--- config.mk ---
export PLATFORM = sky130hd
export DESIGN_NAME = arb_req_holder
export DESIGN_NICKNAME = d
export VERILOG_FILES = /design/src/rtl/arb_req_holder.sv
export SDC_FILE = /design/constraint.sdc
export NUM_CORES = 1
export LEC_CHECK = 0
export ABC_CLOCK_PERIOD_IN_PS = 3450
export BUFFER_PORTS_ARGS = -buffer_cell sky130_fd_sc_hd__buf_2
export CORE_ASPECT_RATIO = 1.4
export CORE_MARGIN = 3
export CORE_UTILIZATION = 45
export CTS_CLUSTER_DIAMETER = 40
export CTS_CLUSTER_SIZE = 20
export DETAILED_ROUTE_END_ITERATION = 8
export PLACE_DENSITY = 0.71
export SLEW_MARGIN = 20
export SYNTH_ARGS = -nofsm -noshare
export SYNTH_HDL_FRONTEND = slang
export SYNTH_SLANG_ARGS = --single-unit
--- constraint.sdc ---
create_clock -name clock -period 3.45 [get_ports clock]
set_input_delay 0.69 -clock clock [delete_from_list [all_inputs] [get_ports clock]]
set_output_delay 0.69 -clock clock [all_outputs]
set_load 0.01 [all_outputs]
--- src/rtl/arb_req_holder.sv ---
// arb_req_holder: converts one-cycle client request pulses into level requests
// for a downstream round-robin arbiter. Each client has a saturating pending
// counter. Its request stays high until grants have drained every accepted pulse.
// Optional starvation watchdog: define ARB_REQ_HOLDER_WATCHDOG_EN to compile it in.
// Without the macro, starve is tied low.
module arb_req_holder #(
  parameter int CLIENTS  = 32,
  parameter int PEND_W   = 2,
  parameter int MAX_WAIT = CLIENTS - 1
) (
  input  logic               clock,
  input  logic               reset,
  input  logic [CLIENTS-1:0] req_pulse,
  input  logic [CLIENTS-1:0] grant,
  output logic [CLIENTS-1:0] request,
  output logic               busy,
  output logic [CLIENTS-1:0] overflow,
  output logic               spurious_grant,
  output logic [CLIENTS-1:0] starve
);

  localparam logic [PEND_W-1:0]  PEND_MAX = '1;
  localparam logic [CLIENTS-1:0] ONE_HOT0 = {{(CLIENTS-1){1'b0}}, 1'b1};

  // Reject illegal configurations at elaboration time.
  if (CLIENTS < 2 || CLIENTS > 64 || PEND_W < 1 || MAX_WAIT < 1) begin : g_bad_params
    $error("arb_req_holder: illegal parameter combination");
  end

  logic [PEND_W-1:0]  pend      [CLIENTS];
  logic [PEND_W-1:0]  pend_next [CLIENTS];
  logic [CLIENTS-1:0] valid_grant;
  logic [CLIENTS-1:0] full;
  logic [CLIENTS-1:0] accept;
  logic [CLIENTS-1:0] overflow_set;
  logic               multi_grant;
  logic               spurious_set;

  // Decode the level request from the registered counters only, so no input reaches an output combinationally.
  always_comb begin
    request = '0;
    full    = '0;
    for (int i = 0; i < CLIENTS; i++) begin
      request[i] = (pend[i] != '0);
      full[i]    = (pend[i] == PEND_MAX);
    end
  end

  assign busy        = |request;
  assign valid_grant = grant & request;

  // A full counter still accepts a pulse when a valid grant frees a slot in the same cycle.
  assign accept       = req_pulse & ~(full & ~valid_grant);
  assign overflow_set = req_pulse & full & ~valid_grant;

  // A grant is spurious if it hits an idle client or if more than one grant bit is high.
  assign multi_grant  = ((grant & (grant - ONE_HOT0)) != '0);
  assign spurious_set = (|(grant & ~request)) | multi_grant;

  // Next pending count. Accept and grant together cancel. Neither can wrap,
  // because accept excludes full and valid_grant excludes empty.
  always_comb begin
    for (int i = 0; i < CLIENTS; i++) begin
      pend_next[i] = pend[i];
      if (accept[i] && !valid_grant[i]) begin
        pend_next[i] = pend[i] + 1'b1;
      end else if (valid_grant[i] && !accept[i]) begin
        pend_next[i] = pend[i] - 1'b1;
      end
    end
  end

  // Counter and sticky flag registers. Reset discards pending work and ignores that cycle's inputs.
  always_ff @(posedge clock) begin
    if (reset) begin
      for (int i = 0; i < CLIENTS; i++) begin
        pend[i] <= '0;
      end
      overflow       <= '0;
      spurious_grant <= 1'b0;
    end else begin
      for (int i = 0; i < CLIENTS; i++) begin
        pend[i] <= pend_next[i];
      end
      overflow       <= overflow | overflow_set;
      spurious_grant <= spurious_grant | spurious_set;
    end
  end

`ifdef ARB_REQ_HOLDER_WATCHDOG_EN
  localparam int                WAIT_W    = $clog2(MAX_WAIT + 1);
  localparam logic [WAIT_W-1:0] WAIT_MAX  = WAIT_W'(MAX_WAIT);
  localparam logic [WAIT_W-1:0] WAIT_LAST = WAIT_W'(MAX_WAIT - 1);

  logic [WAIT_W-1:0]  wait_cnt  [CLIENTS];
  logic [WAIT_W-1:0]  wait_next [CLIENTS];
  logic [CLIENTS-1:0] waiting;
  logic [CLIENTS-1:0] starve_set;

  assign waiting = request & ~grant;

  // Count consecutive unserved cycles per client. A waiting cycle that brings the count to MAX_WAIT flags starvation.
  always_comb begin
    starve_set = '0;
    for (int i = 0; i < CLIENTS; i++) begin
      wait_next[i] = '0;
      if (waiting[i]) begin
        wait_next[i]  = (wait_cnt[i] == WAIT_MAX) ? WAIT_MAX : wait_cnt[i] + 1'b1;
        starve_set[i] = (wait_cnt[i] >= WAIT_LAST);
      end
    end
  end

  // Wait counters and sticky starvation flags.
  always_ff @(posedge clock) begin
    if (reset) begin
      for (int i = 0; i < CLIENTS; i++) begin
        wait_cnt[i] <= '0;
      end
      starve <= '0;
    end else begin
      for (int i = 0; i < CLIENTS; i++) begin
        wait_cnt[i] <= wait_next[i];
      end
      starve <= starve | starve_set;
    end
  end
`else
  assign starve = '0;
`endif

endmodule

# Word-level counts from Yosys, hierarchy flattened
# Memories as Yosys holds them, arrays and structs flattened.
# Index checks and enable logic that the tools add are counted.
[op_classes]
addsub = 65
n_mux = 99
bitwise_logic = 45
n_reduce_logical = 163
eq_ne = 32
[op_table]
columns = ["op", "n"]
rows = [
  ["32-bit AND", 7],
  ["2-bit 2-to-1 mux", 96],
  ["32-bit inverter", 3],
  ["2-bit by 1-bit adder with 2-bit output (second input constant)", 32],
  ["2-bit == test (second input constant)", 32],
  ["1-bit logical AND", 64],
  ["1-bit zero test", 64],
  ["2-bit nonzero test", 32],
  ["32-bit OR reduction", 2],
  ["2-bit by 1-bit subtractor with 2-bit output (second input constant)", 32],
  ["1-bit bitwise OR", 34],
  ["32-bit bitwise OR", 1],
  ["32-bit nonzero test", 1],
  ["32-bit by 1-bit subtractor with 32-bit output (second input constant)", 1],
  ["1-bit 2-to-1 mux", 3],
]
[word_totals]
out_inout_bits = 98
mem_bits_rw = 64
register_bits = 33
n_memories = 1
[memory_table]
columns = ["memory", "depth", "word_bits", "read_ports", "rd_clocked_by_memory_dff", "write_ports", "line_no", "rtl"]
rows = [
  ["pend", 32, 2, 32, 0, 32, "30", "logic [PEND_W-1:0] pend [CLIENTS];"],
]

# Logic depth before layout (Yosys ltp)
# Gate-level depths: netlist of run 1.
# An unclocked memory read counts as a cell.
[depth]
depth_word = 12
mapped_depth = 7

# Least setup slack after synthesis of run 1
# OpenSTA, ideal clock, no wires.
[synth_timing]
kind = "input to register"
from = "input grant[15]"
to = "register spurious_grant"
arrival_ns = 2.527
required_ns = 3.311
setup_ns = 0.139
setup_slack_ns = 0.784
path_stages = 7
path_cell_list = "clkbuf_1 -> or4_1 -> o41ai_1 -> nand4_1 -> or4_1 -> nor4_1 -> a41oi_2"
[synth_between]
elab_chain_len = 5
elab_cells_between_ends = 7
cone_classes = "add/sub: 1; bitwise: 4; reduce/logical: 2"
[synth_rtl]
columns = ["element", "line_no", "rtl"]
rows = [
  ["from (decl)", "14", "input logic [CLIENTS-1:0] grant,"],
  ["32-bit by 1-bit subtractor with 32-bit output", "57", "assign multi_grant = ((grant & (grant - ONE_HOT0)) != '0);"],
  ["32-bit AND", "57", ""],
  ["32-bit nonzero test", "57", ""],
  ["1-bit bitwise OR (*)", "58", "assign spurious_set = (|(grant & ~request)) | multi_grant;"],
  ["1-bit bitwise OR (*)", "86", "spurious_grant <= spurious_grant | spurious_set;"],
  ["to (signal assigned)", "86", ""],
  ["to (decl)", "18", "output logic spurious_grant,"],
]
# Mark *: on every way between the ends. The rest lies on a longest branch, timed or not.
# A chain may end at the register's enable or synchronous reset.

==> metrics.sh, run 1 <==
DESIGN.DIE.AREA_UM2=13800
STD_CELL_ROWS=47
TOTAL_WIRE_LENGTH_AFTER_DETAILED_ROUTING_UM=14100
FIRST_PASS_GRT_WIRE_LENGTH_UM=22800
CLKSLEWWORSTSETUPHOLDPATHS_NS=0.07
MAX_SLEW_MARGIN=0.526
CELLLEAKAGEPOWER_nW=3.14
VIA_COUNT_OF_THE_FIRST_GLOBAL_ROUTING_PASS=4805
SYNTH.LARGEST_AREA_CELL='sky130_fd_sc_hd__dfxtp_1'
SYNTH_SEQ_AREA_SHARE=0.347
CP_CELL_SEQUENCE='or2_2 > or4_1 > nor4_1 > nand2_1 > buf_2'
HPWL_UM=11100
OUTCOME='finished, final reports clean'
FIN_CRIT_NS=2.76
LAYOUT.CELLS.NON_FILLER=1001
ASYNC_RESET_FF_FRAC=0
TRACK_USAGE=0.205
YS_DOMINANT_REG_CELL='sky130_fd_sc_hd__dfxtp_1'
FINALPOWER_mW=5.51
CP_TOP_FAMILY='simple AND/OR/NAND/NOR gates'
START_UTIL=0.467
FINALSETUPTNS_NS=0
SETUP_REPAIR_AFTER_GLOBAL_ROUTING_MISSED_ITS_MARGIN='no'
NETLIST_TOP_CELLS_AREA='sky130_fd_sc_hd__dfxtp_1, sky130_fd_sc_hd__xor2_1, sky130_fd_sc_hd__nor2_1'
POST-ROUTE-DRC-COUNT=0
POSTSYNTHAREAPERCELL_UM2=7.78
FINAL_CORE_OCC=0.549
PLACE.PORT_BUFFERS=131
DIE_WIDTH_UM=100
SYNTHESIS.AREA_UM2=5600
FINAL_ANTENNA_NET_COUNT=0
MAX-CLOCK-PATH-BUFFERS=2
FINALSETUPVIOLCOUNT=0
VIA_TO_CELL_RATIO=5.17
FLOORPLAN.IO_PINS=164
WL_PER_CELL_UM=14.1
ACHIEVABLE-FREQUENCY_GHz=0.362
REPORT.FINAL.SLEW_VIOL_COUNT=0
GRT_OVERFLOW_TOTAL=0
MAXIMUM_NUMBER_OF_PINS_ON_ONE_NET_BEFORE_GLOBAL_ROUTE_REPAIR=63
CLOCK_TREE_FROM_TRITONCTS='built'
HOLD_CLASS='reg2reg'
CELL_AT_THE_SLOWEST_STAGE_OF_THE_CRITICAL_PATH='sky130_fd_sc_hd__or4_1'
POST-SYNTH-TOP-COUNT-CELL='sky130_fd_sc_hd__nor2_1'
CRITICAL_PATH_CLASS='reg2out'
POWER-PER-CELL-AREA_nW_PER_UM2=837
NUM-NETS-FINAL=947
TIMING.CRITICAL_PATH.SLOWEST_CELL_DELAY_NS=0.55
CTS_HTREE_LEVELS=3
POSTPLACECELLAREA_UM2=6280
LAYOUT_WORST_PATH_CYCLE_SHARE=0.801
CTS_BUFFERS=9
ANTENNA_FOUND_INITIAL=0
CP.BUFFERS_INVERTERS=1
YOSYSWARNINGCOUNT=0
CORE-AREA_UM2=12000
SYNTH_CELLS=720
YS_SEQ_ELEMENTS=97
FINAL-HOLD-VIOLATION-COUNT=0
SYNTH_TOP_CELLS_BY_COUNT='sky130_fd_sc_hd__nor2_1, sky130_fd_sc_hd__dfxtp_1, sky130_fd_sc_hd__a21oi_1'
WORST_SETUP_PATH_END_KIND='primary output'
VIA_COUNT=5177
POST_CTS.RESIZED_INSTANCES=0
DETAILEDROUTE.FIRSTPASSITERATIONCOUNT=4
SYNTH_CELL_TYPE_COUNT=39
POSTCTSHOLDBUFS=0
AREA_GROWTH_SYN_TO_LAYOUT_PCT=17.7
MAX_SLEW.WORST_PIN.SLEW_NS=0.711
FIRST_ITER_VIOLATIONS=226
WORSTPATHMAXFANOUT=5
CTS_ROOT_CELL='sky130_fd_sc_hd__clkbuf_16'
DESIGN_AREA_UM2=6590
TIMING.CRITICAL_PATH.FROM_TYPE='register'
CP.REQUIRED_NS=2.76
CRIT_ARRIVAL_NS=2.07
DRIVE_GT1_FRAC=0.187
POST_CTS.REPAIR.SETUP_BUFFERS=0
CLOCK_SINKS=97
ANTENNADIODECOUNT=0
YOSYSTOPAREACELLSHARE=0.347
ROUTABILITYCONGESTION=0.866
IRDROPWORSTVDD_V=0.000365
CLOCK_SKEWS_NS=0.00583
SYNTH_ENABLE_FLOP_CELLS=0
DIE_HEIGHT_UM=138
CLOCK_INSERTION_DELAY_WORST_SKEW_NS=0.34
POST-PLACE-CELLS=985
TIMING.MAX_CAP.VIOLATIONS=0
-- cells by family after synthesis --
| family | share of synthesized area |
|---|---|
| other cells | 0.000670 |
| xor+xnor | 0.100 |
| simple gates | 0.262 |
| flops | 0.347 |
| buf+inv | 0.0751 |
| compound gates | 0.144 |
| fa+ha+maj | 0.0715 |
-- per-layer routing --
| layer | up-vias | track usage | routed length [um] |
|---|---|---|---|
| met3 | 20 | 0.0413 | 807 |
| met2 | 159 | 0.359 | 7050 |
| li1 | 2650 | - | - |
| met4 | 0 | 0.0719 | 269 |
| met1 | 2348 | 0.249 | 5980 |
| met5 | - | 0 | 0 |
-- cell type report --
cell class,count,area (um2)
Fill cell,1197,5410
Multi-Input combinational cell,576,3350
Sequential cell,97,1940
Timing Repair Buffer,133,683
Clock buffer,12,256
Tap cell,147,184
Inverter,32,120
Clock inverter,4,51.3
-- placed cells by master, fill, tap and decap left out, types with 8 or more instances in the layout --
master / Yosys / final
sky130_fd_sc_hd__a21oi_1: 68 / 68
sky130_fd_sc_hd__a22oi_1: 10 / 10
sky130_fd_sc_hd__buf_2: 0 / 131
sky130_fd_sc_hd__clkbuf_16: 0 / 9
sky130_fd_sc_hd__conb_1: 1 / 32
sky130_fd_sc_hd__dfxtp_1: 97 / 97
sky130_fd_sc_hd__ha_1: 32 / 32
sky130_fd_sc_hd__inv_1: 32 / 32
sky130_fd_sc_hd__nand2_1: 65 / 65
sky130_fd_sc_hd__nand4_1: 9 / 9
sky130_fd_sc_hd__nor2_1: 129 / 129
sky130_fd_sc_hd__nor2b_1: 32 / 32
sky130_fd_sc_hd__nor4_1: 8 / 8
sky130_fd_sc_hd__o21ai_0: 38 / 38
sky130_fd_sc_hd__or3_1: 34 / 34
sky130_fd_sc_hd__or4_1: 10 / 10
sky130_fd_sc_hd__xor2_1: 64 / 64
-- final timing paths --
kind              cells after the start        endpoint          from  slack [ns]
setup / recovery                      5            busy   pend[0][24]        0.69
hold / removal                        2    overflow[31]  overflow[31]        0.46
setup reg to reg                      6  spurious_grant    pend[0][8]        1.27
hold reg to reg                       2    overflow[31]  overflow[31]        0.46
-- power breakdown --
| part | internal [mW] | total (mW) | switching (mW) |
|---|---|---|---|
| registers | 1.50 | 1.89 | 0.388 |
| logic | 1.08 | 2.59 | 1.51 |
| clock network | 0.602 | 1.03 | 0.428 |
-- worst reg2reg max path, delay by kind of cell (launching register included) --
| kind | cells | cell delay [ns] |
|---|---|---|
| AND/OR/NAND/NOR | 4 | 1.03 |
| AO/OA/AOI/OAI | 2 | 0.62 |
| flip-flops | 1 | 0.40 |
-- per-stage QoR --
step	setup slack [ns]	hold slack, ns
2_1_floorplan	0.784	0.462
3_3_place_gp	0.505	0.445
3_5_place_dp	0.456	0.448
4_1_cts	0.675	0.464
5_1_grt	0.544	0.488
6_report	0.687	0.458
-- registers in the layout, indices dropped and copies added, names as in the netlist --
register and flops:
overflow 32, pend 64, spurious_grant 1
(Power assumes the default switching activity.)
==> run 2: changes to the inputs <==
--- a/config.mk
+++ b/config.mk
@@ -5,7 +5,8 @@
 export SDC_FILE = /design/constraint.sdc
 export NUM_CORES = 1
 export LEC_CHECK = 0
-export ABC_CLOCK_PERIOD_IN_PS = 3450
+export ABC_AREA = 1
+export ABC_CLOCK_PERIOD_IN_PS = 2700
 export BUFFER_PORTS_ARGS = -buffer_cell sky130_fd_sc_hd__buf_2
 export CORE_ASPECT_RATIO = 1.4
 export CORE_MARGIN = 3
@@ -13,7 +14,7 @@
 export CTS_CLUSTER_DIAMETER = 40
 export CTS_CLUSTER_SIZE = 20
 export DETAILED_ROUTE_END_ITERATION = 8
-export PLACE_DENSITY = 0.71
+export PLACE_DENSITY = 0.7
 export SLEW_MARGIN = 20
 export SYNTH_ARGS = -nofsm -noshare
 export SYNTH_HDL_FRONTEND = slang
==> constraint.sdc (replaced) <==
create_clock -name clock -period 2.7 [get_ports clock]
set_input_delay 0.54 -clock clock [delete_from_list [all_inputs] [get_ports clock]]
set_output_delay 0.54 -clock clock [all_outputs]
set_load 0.01 [all_outputs]
==> run 2 against run 1 <==
  * Sequential cell count unchanged
  * Design area up 10%
  * Combinational power up 5%
  * Non-clock buffer count unchanged
  * Critical path depth up 2
  * Sequential power up 17%
==> metrics.sh, run 2 <==
GRT_OVERFLOW_TOTAL=0  # unchanged
IRDROPWORSTVDD_V=0.000432  # +19%
FINAL-HOLD-VIOLATION-COUNT=0  # unchanged
CELLLEAKAGEPOWER_nW=3.52  # +12%
HOLD_CLASS='reg2reg'
DESIGN.DIE.AREA_UM2=15200  # +10%
MAX_SLEW.WORST_PIN.SLEW_NS=0.521  # -0.190 ns
POST-PLACE-CELLS=1227  # +25%
SYNTHESIS.AREA_UM2=6190  # +11%
POST-ROUTE-DRC-COUNT=0  # unchanged
CTS_HTREE_LEVELS=3  # unchanged
COMMONEST_NON_FILL_NON_TAP_CELL_IN_THE_LAYOUT='sky130_fd_sc_hd__inv_1'
FINALSETUPVIOLCOUNT=0  # unchanged
CLKSLEWWORSTSETUPHOLDPATHS_NS=0.07  # about the same
ANTENNADIODECOUNT=0  # unchanged
CLOCK_INSERTION_DELAY_WORST_SKEW_NS=0.35  # about the same
LARGEST-REGISTER='pend'
WORSTPATHMAXFANOUT=4  # -1
DESIGN_AREA_UM2=7270  # +10%
POST_CTS.REPAIR.SETUP_BUFFERS=0  # unchanged
CTS_ROOT_CELL='sky130_fd_sc_hd__clkbuf_16'
HPWL_UM=13100  # +18%
ASYNC_RESET_FF_FRAC=0  # unchanged
FINAL.FILL_COUNT=1378  # +15%
CLOCK_SINKS=97  # unchanged
DETAILEDROUTE.FIRSTPASSITERATIONCOUNT=5  # +1
DRIVE_GT1_FRAC=0.148  # -0.0392
SYNTH_CELL_TYPE_COUNT=25  # -36%
LAYOUT_COMMON_CELLS='sky130_fd_sc_hd__inv_1, sky130_fd_sc_hd__buf_2, sky130_fd_sc_hd__nand2_1'
LAYOUT.AREA.SEQ_UM2=1940  # unchanged
CP_CELL_SEQUENCE='nor2_1 > inv_1 > nor4_1 > nand2_1 > nor3_1 > nand4_1 > buf_2'
NETLIST_TOP_CELLS_AREA='sky130_fd_sc_hd__dfxtp_1, sky130_fd_sc_hd__inv_1, sky130_fd_sc_hd__a21oi_1'
DIE_HEIGHT_UM=145  # +4.9%
YS_SEQ_ELEMENTS=97  # unchanged
TRACK_USAGE=0.212  # +0.00652
FINALSETUPTNS_NS=0  # unchanged
CTS_BUFFERS=9  # unchanged
WL_PER_CELL_UM=13.1  # -7.0%
CRIT_ARRIVAL_NS=1.78  # -0.29 ns
POSTPLACECELLAREA_UM2=6930  # +10%
PLACE.PORT_BUFFERS=131  # unchanged
SYNTH_TOP_CELLS_BY_COUNT='sky130_fd_sc_hd__inv_1, sky130_fd_sc_hd__nand2_1, sky130_fd_sc_hd__a21oi_1'
FINAL_ANTENNA_NET_COUNT=0  # unchanged
SETUP_REPAIR_AFTER_GLOBAL_ROUTING_MISSED_ITS_MARGIN='no'
CRITICAL_PATH_CLASS='reg2out'
TIMING.MAX_CAP.VIOLATIONS=0  # unchanged
DIE_WIDTH_UM=105  # +4.9%
CELL_AT_THE_SLOWEST_STAGE_OF_THE_CRITICAL_PATH='sky130_fd_sc_hd__dfxtp_1'
WORST_SETUP_PATH_END_KIND='primary output'
NUM-NETS-FINAL=1154  # +22%
FIN_CRIT_NS=2.32
MULTI_INPUT_AREA_UM2=3360  # +0.26%
TOTAL_WIRE_LENGTH_AFTER_DETAILED_ROUTING_UM=16300  # +15%
VIA_COUNT_OF_THE_FIRST_GLOBAL_ROUTING_PASS=5368  # +12%
MAX-CLOCK-PATH-BUFFERS=2  # unchanged
MAX_SLEW_MARGIN=0.649  # +0.123
PLACE_WS_NS=0.755  # +0.299 ns
AREA_GROWTH_SYN_TO_LAYOUT_PCT=17.4
START_UTIL=0.460  # -0.00626
FIRST_PASS_GRT_WIRE_LENGTH_UM=25700  # +13%
FINALWORSTSETUPSLACK_NS=0.378  # -0.308 ns
TIMING.CRITICAL_PATH.FROM_TYPE='register'
HOLDWS_NS=0.445  # -0.0130 ns
CP.REQUIRED_NS=2.16  # -0.60 ns
LAYOUT_WORST_PATH_CYCLE_SHARE=0.860
REG.LARGEST.LIST='pend x64, overflow x32, spurious_grant x1'
REPORT.FINAL.SLEW_VIOL_COUNT=0  # unchanged
POWER-PER-CELL-AREA_nW_PER_UM2=885  # +5.7%
SYNTH_ENABLE_FLOP_CELLS=0  # unchanged
CLOCK_TREE_FROM_TRITONCTS='built'
VIA_COUNT=6195  # +20%
CORE-AREA_UM2=13500  # +12%
ANTENNA_FOUND_INITIAL=0  # unchanged
TIMING.CRITICAL_PATH.SLOWEST_CELL_DELAY_NS=0.33  # -0.22 ns
OUTCOME='finished, final reports clean'
SYNTH.LARGEST_AREA_CELL='sky130_fd_sc_hd__dfxtp_1'
YS_DOMINANT_REG_CELL='sky130_fd_sc_hd__dfxtp_1'
POST-SYNTH-TOP-COUNT-CELL='sky130_fd_sc_hd__inv_1'
SYNTH_CELLS=925  # +28%
VIA_TO_CELL_RATIO=4.99  # -3.6%
ACHIEVABLE-FREQUENCY_GHz=0.431
YOSYSWARNINGCOUNT=0  # unchanged
SYNTH_SEQ_AREA_SHARE=0.314  # -0.0333
POSTSYNTHAREAPERCELL_UM2=6.70  # -14%
LAYOUT.CELLS.NON_FILLER=1242  # +24%
STD_CELL_ROWS=50  # +6.4%
POST_CTS.RESIZED_INSTANCES=0  # unchanged
CLOCK_SKEWS_NS=0.00885  # +0.00302 ns
MAXIMUM_NUMBER_OF_PINS_ON_ONE_NET_BEFORE_GLOBAL_ROUTE_REPAIR=82  # +30%
POSTCTSHOLDBUFS=0  # unchanged
FIRST_ITER_VIOLATIONS=345  # +53%
FLOORPLAN.IO_PINS=164  # unchanged
YOSYSTOPAREACELLSHARE=0.314  # -0.0333
ROUTABILITYCONGESTION=1.02  # +18%
LARGEST_REGISTER_FF_COUNT=64  # unchanged
run 2: cell count changes in the layout (fill, tap and decap cells not counted), sizes merged, moves of 17 or more:
cell and change:
a21oi +47, a31oi +30, inv +158, nand2 +69, nand4 +35, nor2 -22, nor2b -32, o21a +32
o21bai +17, or3 -35, xor2 -47
run 2: final timing paths:
path	slack, ns	startpoint	to	cells after the start
max	0.38	pend[1][27]	busy	7
min	0.44	overflow[23]	overflow[23]	2
max reg2reg	1.00	pend[1][25]	pend[1][25]	8
min reg2reg	0.44	overflow[23]	overflow[23]	2
run 2: metrics by stage:
stage	power, mW	utilization
after floorplan	4.08	-
after global placement	4.89	0.515
after detailed placement	4.95	0.515
after CTS	6.46	0.541
after global routing	6.97	0.541
final	6.43	0.541
run 2: cell type report:
class | instances | area share
inverters | 190 | 0.0981
clock inverters | 5 | 0.0143
well taps | 182 | 0.0313
flip-flops and latches | 97 | 0.267
repair buffers | 133 | 0.0940
clock buffers | 10 | 0.0329
multi-input cells | 625 | 0.462
run 2: kinds of logic after synthesis:
logic type	after synthesis	share of synthesized area
fa+ha+maj	32	0.0646
flops	97	0.314
simple gates	300	0.211
compound gates	244	0.224
xor+xnor	17	0.0240
buf+inv	234	0.162
other cells	1	0.000605
run 2: metal layers:
layer	GRT usage	part of all wire
met1	0.250	0.42
met2	0.381	0.49
met3	0.0404	0.063
met4	0.0802	0.034
met5	0	0
run 2: critical path, delay by kind of cell, from the launching register on:
| kind | cells | cell delay (ns) |
|---|---|---|
| AND/OR/NAND/NOR | 5 | 0.81 |
| buffers and inverters | 2 | 0.29 |
| flip-flops | 1 | 0.33 |
run 2: report_power, final:
part / switching, mW / total, mW / internal (mW)
Clock: 0.565 / 1.49 / 0.926
Sequential: 0.397 / 2.21 / 1.81
Combinational: 1.70 / 2.73 / 1.03
Total: 2.66 / 6.43 / 3.77
==> run 3: changes to the inputs <==
--- a/config.mk
+++ b/config.mk
@@ -8,14 +8,17 @@
 export ABC_AREA = 1
 export ABC_CLOCK_PERIOD_IN_PS = 2700
 export BUFFER_PORTS_ARGS = -buffer_cell sky130_fd_sc_hd__buf_2
+export CELL_PAD_IN_SITES_DETAIL_PLACEMENT = 0
+export CELL_PAD_IN_SITES_GLOBAL_PLACEMENT = 1
 export CORE_ASPECT_RATIO = 1.4
 export CORE_MARGIN = 3
-export CORE_UTILIZATION = 45
+export CORE_UTILIZATION = 37
 export CTS_CLUSTER_DIAMETER = 40
 export CTS_CLUSTER_SIZE = 20
 export DETAILED_ROUTE_END_ITERATION = 8
-export PLACE_DENSITY = 0.7
+export PLACE_DENSITY_LB_ADDON = 0.1
 export SLEW_MARGIN = 20
 export SYNTH_ARGS = -nofsm -noshare
 export SYNTH_HDL_FRONTEND = slang
 export SYNTH_SLANG_ARGS = --single-unit
+export TNS_END_PERCENT = 20
==> run 3 against run 2 <==
  * Core utilization fell by 9.4 points
  * Fmax down 7.9%
  * Clock power is 12% lower
  * Highest routed layer unchanged
  * Sequential power is essentially flat
  * Combinational power increased by 4%
  * Largest power group unchanged
  * Setup slack worse by 0.20 ns
  * Sequential cell count unchanged
==> metrics.sh, run 3 (same netlist as run 2, synthesis figures left out) <==
COMMONEST_NON_FILL_NON_TAP_CELL_IN_THE_LAYOUT='sky130_fd_sc_hd__inv_1'
FINAL_ANTENNA_NET_COUNT=0  # unchanged
REPORT.FINAL.SLEW_VIOL_COUNT=0  # unchanged
TIMING.CRITICAL_PATH.FROM_TYPE='register'
FINALSETUPTNS_NS=0  # unchanged
LAYOUT_WORST_PATH_CYCLE_SHARE=0.934  # +0.0738
ROUTABILITYCONGESTION=0.839  # -18%
DETAILEDROUTE.FIRSTPASSITERATIONCOUNT=4  # -1
FINAL-HOLD-VIOLATION-COUNT=0  # unchanged
CELL_AT_THE_SLOWEST_STAGE_OF_THE_CRITICAL_PATH='sky130_fd_sc_hd__nor4_1'
FINAL.FILL_COUNT=1811  # +31%
PLACE.PORT_BUFFERS=131  # unchanged
VIA_TO_CELL_RATIO=4.85  # -2.9%
CLKSLEWWORSTSETUPHOLDPATHS_NS=0.07  # about the same
CLOCK_INSERTION_DELAY_WORST_SKEW_NS=0.35  # about the same
ANTENNADIODECOUNT=0  # unchanged
FIN_CRIT_NS=2.52  # +0.199 ns
FIRST_ITER_VIOLATIONS=249  # -28%
CP.REQUIRED_NS=2.16  # about the same
IRDROPWORSTVDD_V=0.000405  # -6.2%
VIA_COUNT=6125  # -1.1%
FINALWORSTSETUPSLACK_NS=0.179  # -0.199 ns
LARGEST_REGISTER_FF_COUNT=64  # unchanged
CLOCK_SINKS=97  # unchanged
FINALSETUPVIOLCOUNT=0  # unchanged
POWER-PER-CELL-AREA_nW_PER_UM2=871  # -1.6%
WORST_SETUP_PATH_END_KIND='primary output'
REG.LARGEST.LIST='pend x64, overflow x32, spurious_grant x1'
CPMOSTUSEDCELL='sky130_fd_sc_hd__nand2_1'
DIE_HEIGHT_UM=159  # +9.9%
MAX_SLEW.WORST_PIN.SLEW_NS=0.508  # -0.0127 ns
AREA_GROWTH_SYN_TO_LAYOUT_PCT=17.6
FINALPOWER_mW=6.34  # -1.4%
LARGEST-REGISTER='pend'
NUM-NETS-FINAL=1159  # +0.43%
OUTCOME='finished, final reports clean'
CTS_BUFFERS=9  # unchanged
CP_TOP_FAMILY='simple AND/OR/NAND/NOR gates'
STD_CELL_ROWS=55  # +10%
ANTENNA_FOUND_INITIAL=0  # unchanged
MAXIMUM_NUMBER_OF_PINS_ON_ONE_NET_BEFORE_GLOBAL_ROUTE_REPAIR=98  # +20%
POST-ROUTE-DRC-COUNT=0  # unchanged
VIA_COUNT_OF_THE_FIRST_GLOBAL_ROUTING_PASS=5759  # +7.3%
CORE-AREA_UM2=16300  # +21%
DRIVE_GT1_FRAC=0.151  # +0.00306
FLOORPLAN.IO_PINS=164  # unchanged
DESIGN.DIE.AREA_UM2=18300  # +21%
TIMING.CRITICAL_PATH.SLOWEST_CELL_DELAY_NS=0.42  # +0.09 ns
CP.BUFFERS_INVERTERS=2  # unchanged
CLOCK_SKEWS_NS=0.00753  # -0.00132 ns
WORSTPATHMAXFANOUT=6  # +2
CELLLEAKAGEPOWER_nW=3.51  # -0.18%
CP_CELL_SEQUENCE='inv_1 > nand2_1 > nor4_1 > nand2_1 > nor3_1 > nand4_1 > buf_2'
LAYOUT_COMMON_CELLS='sky130_fd_sc_hd__inv_1, sky130_fd_sc_hd__nand2_1, sky130_fd_sc_hd__buf_2'
MAX-CLOCK-PATH-BUFFERS=2  # unchanged
TOTAL_WIRE_LENGTH_AFTER_DETAILED_ROUTING_UM=17900  # +9.8%
FIRST_PASS_GRT_WIRE_LENGTH_UM=28500  # +11%
HPWL_UM=14400  # +9.9%
DIE_WIDTH_UM=115  # +9.7%
POST_CTS.RESIZED_INSTANCES=0  # unchanged
START_UTIL=0.380  # -0.0807
CTS_HTREE_LEVELS=3  # unchanged
POST_CTS.REPAIR.SETUP_BUFFERS=0  # unchanged
CTS_ROOT_CELL='sky130_fd_sc_hd__clkbuf_16'
CRIT_ARRIVAL_NS=1.98  # +0.20 ns
POSTCTSHOLDBUFS=0  # unchanged
HOLD_CLASS='reg2reg'
SETUP_REPAIR_AFTER_GLOBAL_ROUTING_MISSED_ITS_MARGIN='no'
TRACK_USAGE=0.198  # -0.0136
CRITICAL_PATH_CLASS='reg2out'
WL_PER_CELL_UM=14.2  # +7.9%
MAX_SLEW_MARGIN=0.658  # +0.00857
GRT_OVERFLOW_TOTAL=0  # unchanged
FINAL_CORE_OCC=0.447  # -0.0938
ACHIEVABLE-FREQUENCY_GHz=0.397  # -7.9%
CLOCK_TREE_FROM_TRITONCTS='built'
TIMING.MAX_CAP.VIOLATIONS=0  # unchanged
PLACE_WS_NS=0.568  # -0.187 ns
[run 3: cell types whose count changed in the layout (fill, tap and decap cells not counted)]
cell	before	now
sky130_fd_sc_hd__clkinvlp_4	0	2
sky130_fd_sc_hd__bufinv_16	3	1
sky130_fd_sc_hd__buf_2	131	130
sky130_fd_sc_hd__clkbuf_1	0	1
sky130_fd_sc_hd__clkinv_2	1	0
sky130_fd_sc_hd__buf_4	1	7
[run 3: final cells by class]
cell class                      count  area, um2  share of cell area
Timing Repair Buffer              138        723              0.0993
Clock buffer                       11        243              0.0333
Tap cell                          199        249              0.0342
Inverter                          190        713              0.0979
Multi-Input combinational cell    625       3360               0.461
Sequential cell                    97       1940               0.267
Clock inverter                      4       53.8             0.00738
[run 3: through the flow]
step / instances / cell area [um2] / hold WS [ns]
6_report: 1264 / 7290 / 0.445
3_3_place_gp: 1249 / 6990 / 0.435
2_1_floorplan: 956 / 6310 / 0.474
5_1_grt: 1264 / 7290 / 0.462
3_5_place_dp: 1249 / 6990 / 0.437
4_1_cts: 1264 / 7290 / 0.448
[run 3: worst paths after layout]
kind	from	to	slack, ns	depth (start not counted)
min reg2reg	overflow[24]	overflow[24]	0.44	2
min	overflow[24]	overflow[24]	0.44	2
max reg2reg	pend[1][8]	pend[1][9]	1.01	9
max	pend[1][20]	busy	0.18	7
[run 3: power by group]
part | switching (mW) | internal (mW)
combinational | 1.74 | 1.09
clock | 0.567 | 0.741
sequential | 0.393 | 1.81
[run 3: layer usage]
metal	wire, um	global-route usage
met4	589	0.0886
met2	8770	0.335
met3	672	0.0266
met1	7860	0.247
met5	0	0
[run 3: worst min-delay path: cells and delay by family (launching register included)]
kind	cells	cell delay [ns]
AO/OA/AOI/OAI	1	0.05
buffers and inverters	1	0.04
flip-flops	1	0.31
